**config.mk**
```make
export PLATFORM = sky130hd
export DESIGN_NAME = sort_controller
export DESIGN_NICKNAME = d
export VERILOG_FILES = /design/src/rtl/sorter_pkg.sv /design/src/rtl/sort_reg_bank.sv /design/src/rtl/sort_controller.sv
export SDC_FILE = /design/constraint.sdc
export NUM_CORES = 1
export LEC_CHECK = 0
export BUFFER_PORTS_ARGS = -buffer_cell sky130_fd_sc_hd__buf_2
export CAP_MARGIN = 10
export CORE_ASPECT_RATIO = 0.7
export CORE_UTILIZATION = 35
export DETAILED_ROUTE_END_ITERATION = 7
export PLACE_DENSITY = 0.62
export SETUP_SLACK_MARGIN = 0.4
export SLEW_MARGIN = 30
export SYNTH_ARGS = -nofsm -noshare
export SYNTH_HDL_FRONTEND = slang
export SYNTH_SLANG_ARGS = --single-unit
```
**constraint.sdc**
```tcl
create_clock -name clk -period 4.6 [get_ports clk]
set_input_delay 0.92 -clock clk [delete_from_list [all_inputs] [get_ports clk]]
set_output_delay 0.92 -clock clk [all_outputs]
set_load 0.03 [all_outputs]
```
**src/rtl/sorter_pkg.sv**
```systemverilog
// sorter_pkg: shared state encoding, default sizes and index-width helper for the bubble sorter
package sorter_pkg;
  typedef enum logic [1:0] {LOAD, SORT, OUT} state_e;
  localparam int N_DEF = 4;
  localparam int W_DEF = 8;
  function automatic int idx_w(input int n);
    return $clog2(n);
  endfunction
endpackage

```
**src/rtl/sort_reg_bank.sv**
```systemverilog
// sort_reg_bank: N x W storage with an indexed load port and an adjacent-pair swap port
module sort_reg_bank import sorter_pkg::*; #(
  parameter int N = N_DEF,
  parameter int W = W_DEF
) (
  input  logic                   clk,
  input  logic                   reset,
  input  logic                   we_i,
  input  logic [idx_w(N)-1:0]    widx_i,
  input  logic [W-1:0]           wdata_i,
  input  logic                   swap_i,
  input  logic [idx_w(N)-1:0]    sidx_i,
  output logic [N*W-1:0]         data_o
);
  logic [W-1:0] mem_q [N];
  logic [W-1:0] mem_d [N];
  always_comb begin
    mem_d = mem_q;
    if (swap_i) begin
      mem_d[sidx_i]        = mem_q[sidx_i + 1'b1];
      mem_d[sidx_i + 1'b1] = mem_q[sidx_i];
    end
    if (we_i) mem_d[widx_i] = wdata_i;
  end
  always_ff @(posedge clk)
    if (reset) mem_q <= '{default: '0};
    else       mem_q <= mem_d;
  always_comb
    for (int k = 0; k < N; k++) data_o[k*W +: W] = mem_q[k];
endmodule

```
**src/rtl/sort_controller.sv**
```systemverilog
// sort_controller: load/sort/output sequencer for an in-place bubble sorter
// SORT_DESCEND_EN selects descending order (largest first); default is ascending.
module sort_controller import sorter_pkg::*; #(
  parameter int N = N_DEF,
  parameter int W = W_DEF
) (
  input  logic         clk,
  input  logic         reset,
  input  logic         in_valid,
  input  logic [W-1:0] in_data,
  output logic         in_ready,
  output logic         out_valid,
  output logic [W-1:0] out_data,
  input  logic         out_ready,
  output logic         sorting,
  output logic         done
);
  localparam int IW = idx_w(N);
  state_e state_q, state_d;
  logic [IW-1:0] idx_q, idx_d, pass_q, pass_d, idx1;
  logic swp_q, swp_d, done_q, done_d, we, sw, hit;
  logic [W-1:0] od_q, od_d, a, b, e0;
  logic [N*W-1:0] ent;
  sort_reg_bank #(.N(N), .W(W)) u_bank (
    .clk(clk), .reset(reset),
    .we_i(we), .widx_i(idx_q), .wdata_i(in_data),
    .swap_i(sw), .sidx_i(idx_q),
    .data_o(ent)
  );
  assign idx1 = idx_q + 1'b1;
  assign a    = ent[W*int'(idx_q) +: W];
  assign b    = ent[W*int'(idx1) +: W];
  assign e0   = ent[W-1:0];
`ifdef SORT_DESCEND_EN
  assign hit = a < b;
`else
  assign hit = a > b;
`endif
  always_comb begin
    state_d = state_q;
    idx_d   = idx_q;
    pass_d  = pass_q;
    swp_d   = swp_q;
    od_d    = od_q;
    done_d  = 1'b0;
    we      = 1'b0;
    sw      = 1'b0;
    unique case (state_q)
      LOAD: if (in_valid) begin
        we    = 1'b1;
        idx_d = (idx_q == IW'(N-1)) ? '0 : idx1;
        if (idx_q == IW'(N-1)) begin
          state_d = SORT;
          pass_d  = '0;
          swp_d   = 1'b0;
        end
      end
      SORT: begin
        sw    = hit;
        swp_d = swp_q | hit;
        idx_d = idx1;
        if (idx_q == IW'(N-2)) begin
          idx_d = '0;
          // the swap made in this cycle counts toward early exit; for N=2 it also rewrites entry 0
          if (!(swp_q || hit) || pass_q == IW'(N-2)) begin
            state_d = OUT;
            od_d    = (hit && idx_q == '0) ? b : e0;
          end else begin
            pass_d = pass_q + 1'b1;
            swp_d  = 1'b0;
          end
        end
      end
      OUT: if (out_ready) begin
        idx_d = (idx_q == IW'(N-1)) ? '0 : idx1;
        od_d  = (idx_q == IW'(N-1)) ? '0 : b;
        if (idx_q == IW'(N-1)) begin
          state_d = LOAD;
          done_d  = 1'b1;
        end
      end
      default: state_d = LOAD;
    endcase
  end
  always_ff @(posedge clk)
    if (reset) begin
      state_q <= LOAD;
      idx_q   <= '0;
      pass_q  <= '0;
      swp_q   <= 1'b0;
      od_q    <= '0;
      done_q  <= 1'b0;
    end else begin
      state_q <= state_d;
      idx_q   <= idx_d;
      pass_q  <= pass_d;
      swp_q   <= swp_d;
      od_q    <= od_d;
      done_q  <= done_d;
    end
  assign in_ready  = state_q == LOAD;
  assign out_valid = state_q == OUT;
  assign sorting   = state_q == SORT;
  assign out_data  = od_q;
  assign done      = done_q;
endmodule
```
==> results.json <==
{
  "timing.final.max_slew_violations": 0,
  "run_status": "completed",
  "grt_pass1_wl_microns": 15410,
  "netSwitchingPower_mw": 0.5027,
  "gr-usage-all-layers": 0.1922,
  "yosys.area.top_type_share": 0.2721,
  "numPortBuffers": 23,
  "power.share.sequential": 0.350,
  "cp-end-kind": "register",
  "std_cell_rows": 30,
  "worst_ir_drop_vdd_v": 0.0001778,
  "post_cts_hold_buffer_count": 0,
  "clock_tree.buffer_depth": 2,
  "num-nets-final": 432,
  "cp_data_required_time_ps": 4830,
  "critical_path_class": "register to register",
  "crit_path_cells": "inv_1, ha_1, mux4_2, inv_1, ha_1, nor2b_2, o211ai_2, a2111oi_0, a311oi_2, a22oi_1, a21oi_1",
  "pre_cts_slack_ps": 723.7,
  "most_frequent_cells_in_the_layout": "mux2i_1 (64), dfxtp_1 (48), nand2_1 (47)",
  "fp.dieW_microns": 122.1,
  "multi_input_area_sq_um": 2352,
  "setup_viol": 0,
  "max_slew_margin": 0.4202,
  "synthCells": 405,
  "power-per-cell-area_nw_per_um2": 351.5,
  "grt_setup_unrepaired": "no",
  "finalWorstPathRequiredPeriod_ps": 3808,
  "initial_drt_markers": 299,
  "worstSkewPairLatency_ps": 300,
  "synth_top_flop_cell": "dfxtp_1",
  "grt_overflow": 0,
  "timing.critical_path.slowest_stage_cell": "a311oi_2",
  "synth_cell_types": 45,
  "yosys-top-cells-area": "dfxtp_1 (27%), mux2i_1 (18%), mux4_2 (10%)",
  "synth.cell_area_sq_um": 3531,
  "route.detailed.drc": 0,
  "sw_frac_of_total": 0.3731,
  "cts.sink_count": 48,
  "startpoint": "idx_q[0]",
  "post_drt_via_cell_ratio": 5.877,
  "layout-area-overhead-vs-synth_pct": 8.540,
  "fin_crit_sh": 0.8278,
  "internal-power_mw": 0.8445,
  "hp-class": "register to register",
  "r2r.worst_path.cells": 11,
  "power_leakage_nw": 1.611,
  "worst_r2r_startpoint": "idx_q[0]",
  "worst_setup_path_start_kind": "register",
  "synth.ff_latch_count": 48,
  "totalPowerFinal_mw": 1.347,
  "synth_area_per_cell_sq_um": 8.718,
  "slowest_delay_ps": 740,
  "worstSetupEndpoint": "out_data[0]",
  "synth_warnings": 0,
  "drive_above_1_share": 0.1422,
  "worst_clock_skew_on_the_final_layout_ps": 8.019,
  "mappedNetlistNets": 430,
  "clkTransAtPathRegs_ps": 70,
  "antenna_left": 0,
  "mostFrequentLayoutCell": "mux2i_1",
  "hold_viol": 0,
  "fin_hold_ws_ps": 498.8,
  "synth_largest_area_cell": "dfxtp_1",
  "post-cts-setup-buffers": 0,
  "regToRegSetupSlack_ps": 790,
  "die_area_sq_um": 10500,
  "die_height_microns": 86.04,
  "floorplan.core_area_sq_um": 9759,
  "synth_seq_area_share": 0.2721,
  "gp_routability_congestion": 0.8857,
  "fin_setup_tns_ps": 0,
  "cts_max_level": 2,
  "antenna_found_initial": 0,
  "clockPowerShare": 0.286,
  "tritoncts.num_buffers": 5,
  "postLayoutSetupSlackWorst_ps": 792.1,
  "worstReg2RegEnd": "out_data[0]",
  "antenna_diode_count": 0,
  "worstPathArrival_ps": 4040,
  "tritoncts_clock_tree": "built",
  "fill_cells": 1001,
  "routed_wire_length_per_instance_microns": 17.96,
  "ioPinCount": 24,
  "clockRootBuffer": "clkbuf_16",
  "critical_path_fanouts_max": 9,
  "cap_violations": 0,
  "ff_latch_area_sq_um": 960.9,
  "share_of_flip_flops_with_an_asynchronous_set_or_reset": 0,
  "drt_pass1_iterations": 4,
  "ctsResizeCount": 0,
  "grt_max_degree": 41,
  "dp_hpwl_microns": 6361,
  "max_slew.worst_pin.slew_ps": 867.6,
  "combPwrFrac": 0.364,
  "drt_total_wl_microns": 9626,
  "timing.fmax_mhz": 262.6,
  "first_global_vias": 2775,
  "number_of_synthesized_flops_with_an_enable_pin": 0,
  "detailroute.via_count": 3150,
  "floorplan.initialDensity": 0.3618
}
==> synthesized netlist by cell type (all sizes together) (3+ instances only) <==
cell	count
mux4	16
nand2	47
dfxtp	48
nor2	39
a21oi	15
a211oi	32
a22oi	8
nor3	3
ha	13
o31ai	8
o21ai	35
mux2i	64
inv	15
buf	17
clkbuf	16
==> worst max-delay path: cells and delay by family (launching register included) <==
family,cells,cell delay [ps]
compound gates,5,1610
fa+ha+maj,2,850
mux,1,650
flops,1,330
simple gates,1,160
buf+inv,2,140
==> power by group through the flow <==
stage | clock network [mW] | logic, mW | registers (mW)
after detailed placement | 0 | 0.479 | 0.480
after CTS | 0.391 | 0.481 | 0.470
after floorplan | 0 | 0.370 | 0.472
final | 0.385 | 0.490 | 0.472
after global placement | 0 | 0.478 | 0.478
after global routing | 0.408 | 0.534 | 0.475
==> through the flow <==
| step | util | cells | area (sq um) |
|---|---|---|---|
| floorplan | - | 405 | 3531 |
| global placement | 0.3768 | 528 | 3677 |
| detailed placement | 0.3771 | 528 | 3680 |
| CTS | 0.3921 | 536 | 3826 |
| global route | 0.3927 | 536 | 3832 |
| finish | 0.3927 | 536 | 3832 |
==> sequential cells by signal, summed over array words and instances, names as in the netlist <==
| register | count |
|---|---|
| swp_q | 1 |
| pass_q | 2 |
| u_bank.data_o | 32 |
| out_data | 8 |
| done | 1 |
| state_q | 2 |
| idx_q | 2 |
==> worst min path at each step <==
stage	from	to	slack, ps	cells after the start
final	pass_q[1]	pass_q[1]	500	2
after global routing	pass_q[1]	pass_q[1]	540	2
after CTS	pass_q[1]	pass_q[1]	500	2
after detailed placement	pass_q[1]	pass_q[1]	490	2
after global placement	pass_q[1]	pass_q[1]	490	2
after floorplan	pass_q[1]	pass_q[1]	470	2
==> cells by family (layout without fill, tap and decap cells) <==
| family | count (synthesis) | after routing | synth area share |
|---|---|---|---|
| compound gates | 111 | 111 | 0.2070 |
| fa+ha+maj | 13 | 13 | 0.04607 |
| buf+inv | 49 | 52 | 0.06413 |
| flops | 48 | 48 | 0.2721 |
| mux | 80 | 80 | 0.2835 |
| simple gates | 104 | 104 | 0.1272 |
==> metal layers <==
layer / up-vias / GRT usage / part of all wire
li1: 1507 / - / -
met1: 1508 / 0.3013 / 0.50
met2: 127 / 0.2542 / 0.39
met3: 8 / 0.04987 / 0.099
met4: 0 / 0.04324 / 0.0088
met5: - / 0 / 0
==> final cells by class <==
class                   instances  area share
flip-flops and latches         48      0.2507
multi-input cells             308      0.6138
clock buffers                   8     0.03820
inverters                      16     0.01567
repair buffers                 28     0.03983
well taps                     128     0.04179
(Power assumes the default switching activity.)
